==> src/rtl/reg_write_queue.sv <==
// Register writeback queue: buffers producer writes and drains one per cycle into the RF write port.
// Optional decode-stage bypass lookup is enabled by defining RWQ_FWD_EN.
module reg_write_queue #(
   parameter int unsigned DEPTH = 4,
   parameter int unsigned AW    = 5,
   parameter int unsigned DW    = 32
) (
   input  logic                     clk,
   input  logic                     rst,
   input  logic                     in_valid,
   output logic                     in_ready,
   input  logic [AW-1:0]            in_addr,
   input  logic [DW-1:0]            in_data,
   input  logic                     drain_hold,
   output logic                     WE,
   output logic [AW-1:0]            W_A,
   output logic [DW-1:0]            WD,
   input  logic [AW-1:0]            R_A1,
   input  logic [AW-1:0]            R_A2,
   output logic                     fwd1_hit,
   output logic [DW-1:0]            fwd1_data,
   output logic                     fwd2_hit,
   output logic [DW-1:0]            fwd2_data,
   output logic [$clog2(DEPTH):0]   count,
   output logic                     empty
);

   localparam int unsigned PW = $clog2(DEPTH);
   localparam int unsigned CW = PW + 1;

   logic [AW-1:0]    r_addr [DEPTH];
   logic [DW-1:0]    r_data [DEPTH];
   logic [DEPTH-1:0] r_valid;
   logic [PW-1:0]    r_wr_ptr;
   logic [PW-1:0]    r_rd_ptr;
   logic [CW-1:0]    r_count;

   logic w_empty;
   logic w_push;
   logic w_pop;

   assign w_empty  = (r_count == '0);
   assign in_ready = (r_count < CW'(DEPTH));
   // Register 0 writes complete the handshake but never occupy an entry.
   assign w_push   = in_valid && in_ready && (in_addr != '0);
   // Draining is suppressed in the reset cycle so no stale write reaches the RF.
   assign w_pop    = !w_empty && !drain_hold && !rst;

   assign WE    = w_pop;
   assign W_A   = w_pop ? r_addr[r_rd_ptr] : '0;
   assign WD    = w_pop ? r_data[r_rd_ptr] : '0;
   assign count = r_count;
   assign empty = w_empty;

   // Queue storage, pointers and occupancy.
   always_ff @(posedge clk) begin
      if (rst) begin
         r_wr_ptr <= '0;
         r_rd_ptr <= '0;
         r_count  <= '0;
         r_valid  <= '0;
      end else begin
         if (w_push) begin
            r_addr[r_wr_ptr]  <= in_addr;
            r_data[r_wr_ptr]  <= in_data;
            r_valid[r_wr_ptr] <= 1'b1;
            r_wr_ptr          <= r_wr_ptr + PW'(1);
         end
         if (w_pop) begin
            r_valid[r_rd_ptr] <= 1'b0;
            r_rd_ptr          <= r_rd_ptr + PW'(1);
         end
         case ({w_push, w_pop})
            2'b10:   r_count <= r_count + CW'(1);
            2'b01:   r_count <= r_count - CW'(1);
            default: r_count <= r_count;
         endcase
      end
   end

`ifdef RWQ_FWD_EN
   logic [PW-1:0] w_idx;

   // Scan oldest to youngest so the last match (youngest) wins.
   always_comb begin
      fwd1_hit  = 1'b0;
      fwd1_data = '0;
      fwd2_hit  = 1'b0;
      fwd2_data = '0;
      w_idx     = r_rd_ptr;
      for (int k = 0; k < int'(DEPTH); k++) begin
         w_idx = r_rd_ptr + PW'(k);
         if (r_valid[w_idx] && (r_addr[w_idx] == R_A1) && (R_A1 != '0)) begin
            fwd1_hit  = 1'b1;
            fwd1_data = r_data[w_idx];
         end
         if (r_valid[w_idx] && (r_addr[w_idx] == R_A2) && (R_A2 != '0)) begin
            fwd2_hit  = 1'b1;
            fwd2_data = r_data[w_idx];
         end
      end
   end
`else
   logic w_unused;

   assign fwd1_hit  = 1'b0;
   assign fwd1_data = '0;
   assign fwd2_hit  = 1'b0;
   assign fwd2_data = '0;
   assign w_unused  = ^{R_A1, R_A2, r_valid};
`endif

endmodule
==> config.mk <==
export PLATFORM = sky130hd
export DESIGN_NAME = reg_write_queue
export DESIGN_NICKNAME = d
export VERILOG_FILES = /design/src/rtl/reg_write_queue.sv
export SDC_FILE = /design/constraint.sdc
export NUM_CORES = 1
export LEC_CHECK = 0
export ABC_AREA = 1
export CORE_MARGIN = 5
export CORE_UTILIZATION = 26
export DETAILED_ROUTE_END_ITERATION = 12
export SLEW_MARGIN = 20
export SYNTH_ARGS = -nofsm -noshare
export SYNTH_HDL_FRONTEND = slang
export SYNTH_SLANG_ARGS = --single-unit
==> constraint.sdc <==
create_clock -name clk -period 4.33 [get_ports clk]
set_input_delay 0.866 -clock clk [delete_from_list [all_inputs] [get_ports clk]]
set_output_delay 0.866 -clock clk [all_outputs]
set_load 0.005 [all_outputs]
# Word level (Yosys, flattened, before mapping)
# Memory sizes are Yosys's and may differ from the RTL's. A register that Yosys moved wholly into a read port is not among the register bits.
# Cells that the tools add are included.
# Widths: inputs -> output; s select.
op_classes:
  add_sub_neg: 4
  magnitude_cmp: 1
  eq_ne: 2
  mux: 10
  n_reduce_logical: 10
ops:
  columns: ["operator", "count"]
  rows:
  - ["$mux 32", 1]
  - ["$mux 2", 4]
  - ["$pmux 3 s2", 1]
  - ["$mux 5", 1]
  - ["$reduce_bool 5->1", 1]
  - ["$add 2x1->2 const B", 2]
  - ["$logic_and 1x1->1", 4]
  - ["$add 3x1->3 const B", 1]
  - ["$logic_not 1->1", 3]
  - ["$logic_not 3->1", 1]
  - ["$lt 3x3->1 const B", 1]
  - ["$mux 1", 3]
  - ["$sub 3x1->3 const B", 1]
  - ["$eq 2x1->1 const B", 1]
  - ["$eq 2x2->1 const B", 1]
  - ["$reduce_bool 2->1", 1]
word_totals:
  register_bits: 7
  ramBits: 148
  input_bits: 51
  out_inout_bits: 109
  wordCells: 32
  memories: 2
memory_table:
  columns: ["memory", "depth", "word_bits", "rd", "rd_clocked_by_memory_dff", "write_ports", "line_no", "rtl"]
  rows:
  - ["r_data", 4, 32, 1, 1, 1, "32", "logic [DW-1:0] r_data [DEPTH];"]
  - ["r_addr", 4, 5, 1, 1, 1, "31", "logic [AW-1:0] r_addr [DEPTH];"]

# Longest topological paths before layout
logic_depth:
  ltp_word: 6
  ltp_mapped: 15
  ltp_nobuf: 13

# Least setup slack after synthesis
# Ideal clock, no wire load.
synth_timing:
  path_type: "input port to flip-flop"
  startpoint: "in in_valid"
  endpoint: "mem r_addr[0][0], enable pin"
  setup_time_ns: 0.431
  arrival_time_ns: 2.876
  required_time_ns: 3.899
  slack_ns: 1.022
  cell_stages: 4
  path_buffers: 0
  path_cell_list: "inv_1 -> nor2_1 -> nand3_1 -> nor2_1"
synth_between:
  elab_chain_len: 5
synth_lines:
  columns: ["item", "line_no", "rtl"]
  rows:
  - ["from (decl)", "10", "input logic in_valid,"]
  - ["$logic_and 1x1->1 (2 in series)", "45", "assign w_push = in_valid && in_ready && (in_addr != '0);"]
  - ["$mux 1", "63", "if (w_push) begin"]
  - ["$mux 1", "57", "if (rst) begin"]
  - ["$mux 1 (not written as such)", "64", "r_addr[r_wr_ptr] <= in_addr;"]
  - ["to (decl)", "31", null]
# Every way passes these cells.

# Worst setup path after layout
layout_timing:
  startpoint: "in drain_hold"
  endpoint: "out W_A[4]"
layout_between:
  elab_chain_len: 4
layout_lines:
  columns: ["item", "line_no", "rtl"]
  rows:
  - ["from (decl)", "14", "input logic drain_hold,"]
  - ["$logic_not 1->1", "47", "assign w_pop = !w_empty && !drain_hold && !rst;"]
  - ["$logic_and 1x1->1 (2 in series)", "47", null]
  - ["$mux 5", "50", "assign W_A = w_pop ? r_addr[r_rd_ptr] : '0;"]
  - ["to (decl)", "16", "output logic [AW-1:0] W_A,"]
# Every way passes these cells.

==> results.tsv <==
stage	metric	value	unit
floorplan	die_w	171	um
timing	finalHoldViolCount	0	
cells_and_area	final_nets	720	
placement	portBuffers	83	
clock_tree	hold_buffers	0	
global_routing	track_usage	10.2	%
clock_tree	clockBufferDepth	2	
pwr	p_leak	2.95	nW
setup_path	reg2reg_slack	2070	ps
placement	place_area	7760	sq um
routing	via_count	4168	
pwr	ir_drop	0.000209	V
synthesis	ys_seq_elements	157	
global_routing	grt_overflow_total	0	
cells_and_area	diodes	0	
synthesis	avgSynthCellArea	11.6	sq um
timing	worst_pin_slew	897	ps
cells_and_area	drive_gt1_share	7.54	%
synthesis	syn_area	6750	sq um
global_routing	antenna_found_initial	0	
timing	rsz0062_at_grt	no	
clock_tree	clk_pin_slew_worst_paths	60	ps
timing	final.setup_skew	10.9	ps
floorplan	initial_utilization	26.1	%
clock_tree	cts_max_level	4	
synthesis	yosysSeqAreaShare	68.5	%
setup_path	regToRegStartpoint	count[0]	
placement	dp_slack	495	ps
flow_run	maxCapViolations	0	
setup_path	critPathCaptureType	output port	
placement	gp_congestion	0.669	
cells_and_area	final_cell_mix	nor2_1, edfxtp_1, clkdlybuf4s50_1	
setup_path	cp-startpoint	drain_hold	
clock_tree	clkLatencyLatePin	420	ps
routing	routed_wl	15100	um
floorplan	die_h	171	um
clock_tree	clock-root-buffer	clkbuf_16	
clock_tree	cts_buffers	17	
placement	dp_hpwl	8910	um
clock_tree	cts_tree	yes	
timing	fmaxAchievable	0.263	GHz
global_routing	grt_pass1_vias	4000	
cells_and_area	finish.instance_area	8390	sq um
timing	max-slew-margin-rel	40.1	%
timing	finalSetupTns	0	ps
setup_path	required	3460	ps
setup_path	crit_arrival	2940	ps
floorplan	die_area	29300	sq um
min_path	worst_hold_path_type	register to register	
global_routing	grt_pass1_wl	22400	um
pwr	powerDensity	458	nW/um^2
setup_path	start_kind	input port	
routing	drtPass1Iterations	4	
timing	slew_violations	0	
clock_tree	ctsResizeCount	0	
cells_and_area	final_common_cell	nor2_1	
cells_and_area	area_delta_synth_final	24.2	%
clock_tree	post_cts_buffers	0	
global_routing	grt_max_degree	47	
timing	min_period	3810	ps
synthesis	ys_types	22	
setup_path	reg2regPathDepth	13	
timing	layout_setup_ws	523	ps
floorplan	boundaryPins	160	
routing	drtIter0Drc	176	
timing	min_period_over_period	87.9	%
setup_path	cp-endpoint	W_A[4]	
setup_path	worstPathMaxFanout	24	
timing	final-setup-viol-count	0	
routing	antenna_left	0	
floorplan	core-area	25800	sq um
synthesis	synth_cells	580	
run_status	outcome	complete, no violations	
setup_path	timing.rr.end	count[2]	
clock_tree	cts_sinks	157	
floorplan	rows	59	
setup_path	timing_worst_setup_path_type	input port to output port	
routing	drc	0	
routing	vias_per_cell	4.12	
routing	wl_per_cell	14.9	um
synthesis	yosys_warnings	0	
[worst min path at each step]
stage	slack [ps]	endpoint	start	cells after the start
CTS	530	register	r_rd_ptr[1]	4
finish	530	register	r_rd_ptr[1]	4
floorplan	490	register	r_rd_ptr[0]	2
global route	560	register	r_rd_ptr[1]	4
detailed placement	520	register	r_rd_ptr[1]	4
global placement	510	r_rd_ptr[0]	r_rd_ptr[0]	2
[per-layer routing]
| metal | part of all wire [%] | up-vias | wire (um) | track usage [%] |
|---|---|---|---|---|
| li1 | - | 2024 | - | - |
| met3 | 5.7 | 15 | 868 | 2.40 |
| met1 | 45 | 1998 | 6740 | 12.5 |
| met2 | 48 | 131 | 7240 | 17.5 |
| met4 | 1.7 | 0 | 255 | 3.96 |
| met5 | 0 | - | 0 | 0 |
[kinds of logic (layout without fill, tap and decap cells)]
kind of cell | after synthesis | in the layout | share of synthesized area [%]
DFF | 157 | 157 | 68.5
AOI/OAI and AO/OA | 118 | 118 | 8.75
other | 1 | 66 | 0.0555
adders and majority gates | 6 | 6 | 1.22
and+or+nand+nor | 182 | 182 | 10.3
buffers and inverters | 116 | 147 | 11.2
[critical path, stage by stage]
cell,delay (ps)
clkdlybuf4s50_1,390
inv_1,130
nand3_2,410
buf_12,340
a21oi_1,220
clkdlybuf4s50_1,560
[synth_stat cells]
cell type  count  area share [%]
nand2_1       10            0.56
o21ai_0       35             2.6
inv_2          2            0.11
clkbuf_2       4            0.30
nand2_2        1           0.093
clkinv_1       1           0.056
nand3_1        7            0.52
clkbuf_1       4            0.22
a21oi_1       42             3.1
conb_1         1           0.056
nor2_1       163             9.1
edfxtp_1     148              66
ha_1           5            0.93
dfxtp_1        9             2.7
o21ai_1       41             3.0
buf_4         69             7.7
buf_2          7            0.52
nand4_1        1           0.093
inv_1         20             1.1
buf_1          3            0.17
buf_6          6             1.0
fa_1           1            0.30
[sequential cells by signal (all words and copies together) (netlist names), named ones only]
register	count
r_addr	20
r_rd_ptr	2
r_data	128
count	3
r_wr_ptr	2
[power by group]
group          total, mW  switching [mW]  leakage [nW]  internal [mW]
combinational      0.506           0.301          1.23          0.205
sequential          1.76          0.0349          1.42           1.72
clock               1.58           0.647         0.303          0.930
[through the flow]
stage / hold slack, ps / instances / power [mW] / util [%]
2_1_floorplan: 488 / 645 / 2.13 / -
3_3_place_gp: 508 / 979 / 2.30 / 30.0
3_5_place_dp: 516 / 979 / 2.31 / 30.0
4_1_cts: 526 / 1011 / 3.90 / 32.5
5_1_grt: 561 / 1011 / 4.02 / 32.5
6_report: 529 / 1011 / 3.84 / 32.5
[layout make-up]
cell class / instances / area, sq um
clock buffers: 17 / 425
inverters: 23 / 86.3
fillers: 2553 / 17500
clock inverters: 15 / 199
multi-input cells: 372 / 1650
well taps: 335 / 419
repair buffers: 92 / 973
flip-flops and latches: 157 / 4630
(Power assumes the default switching activity.)
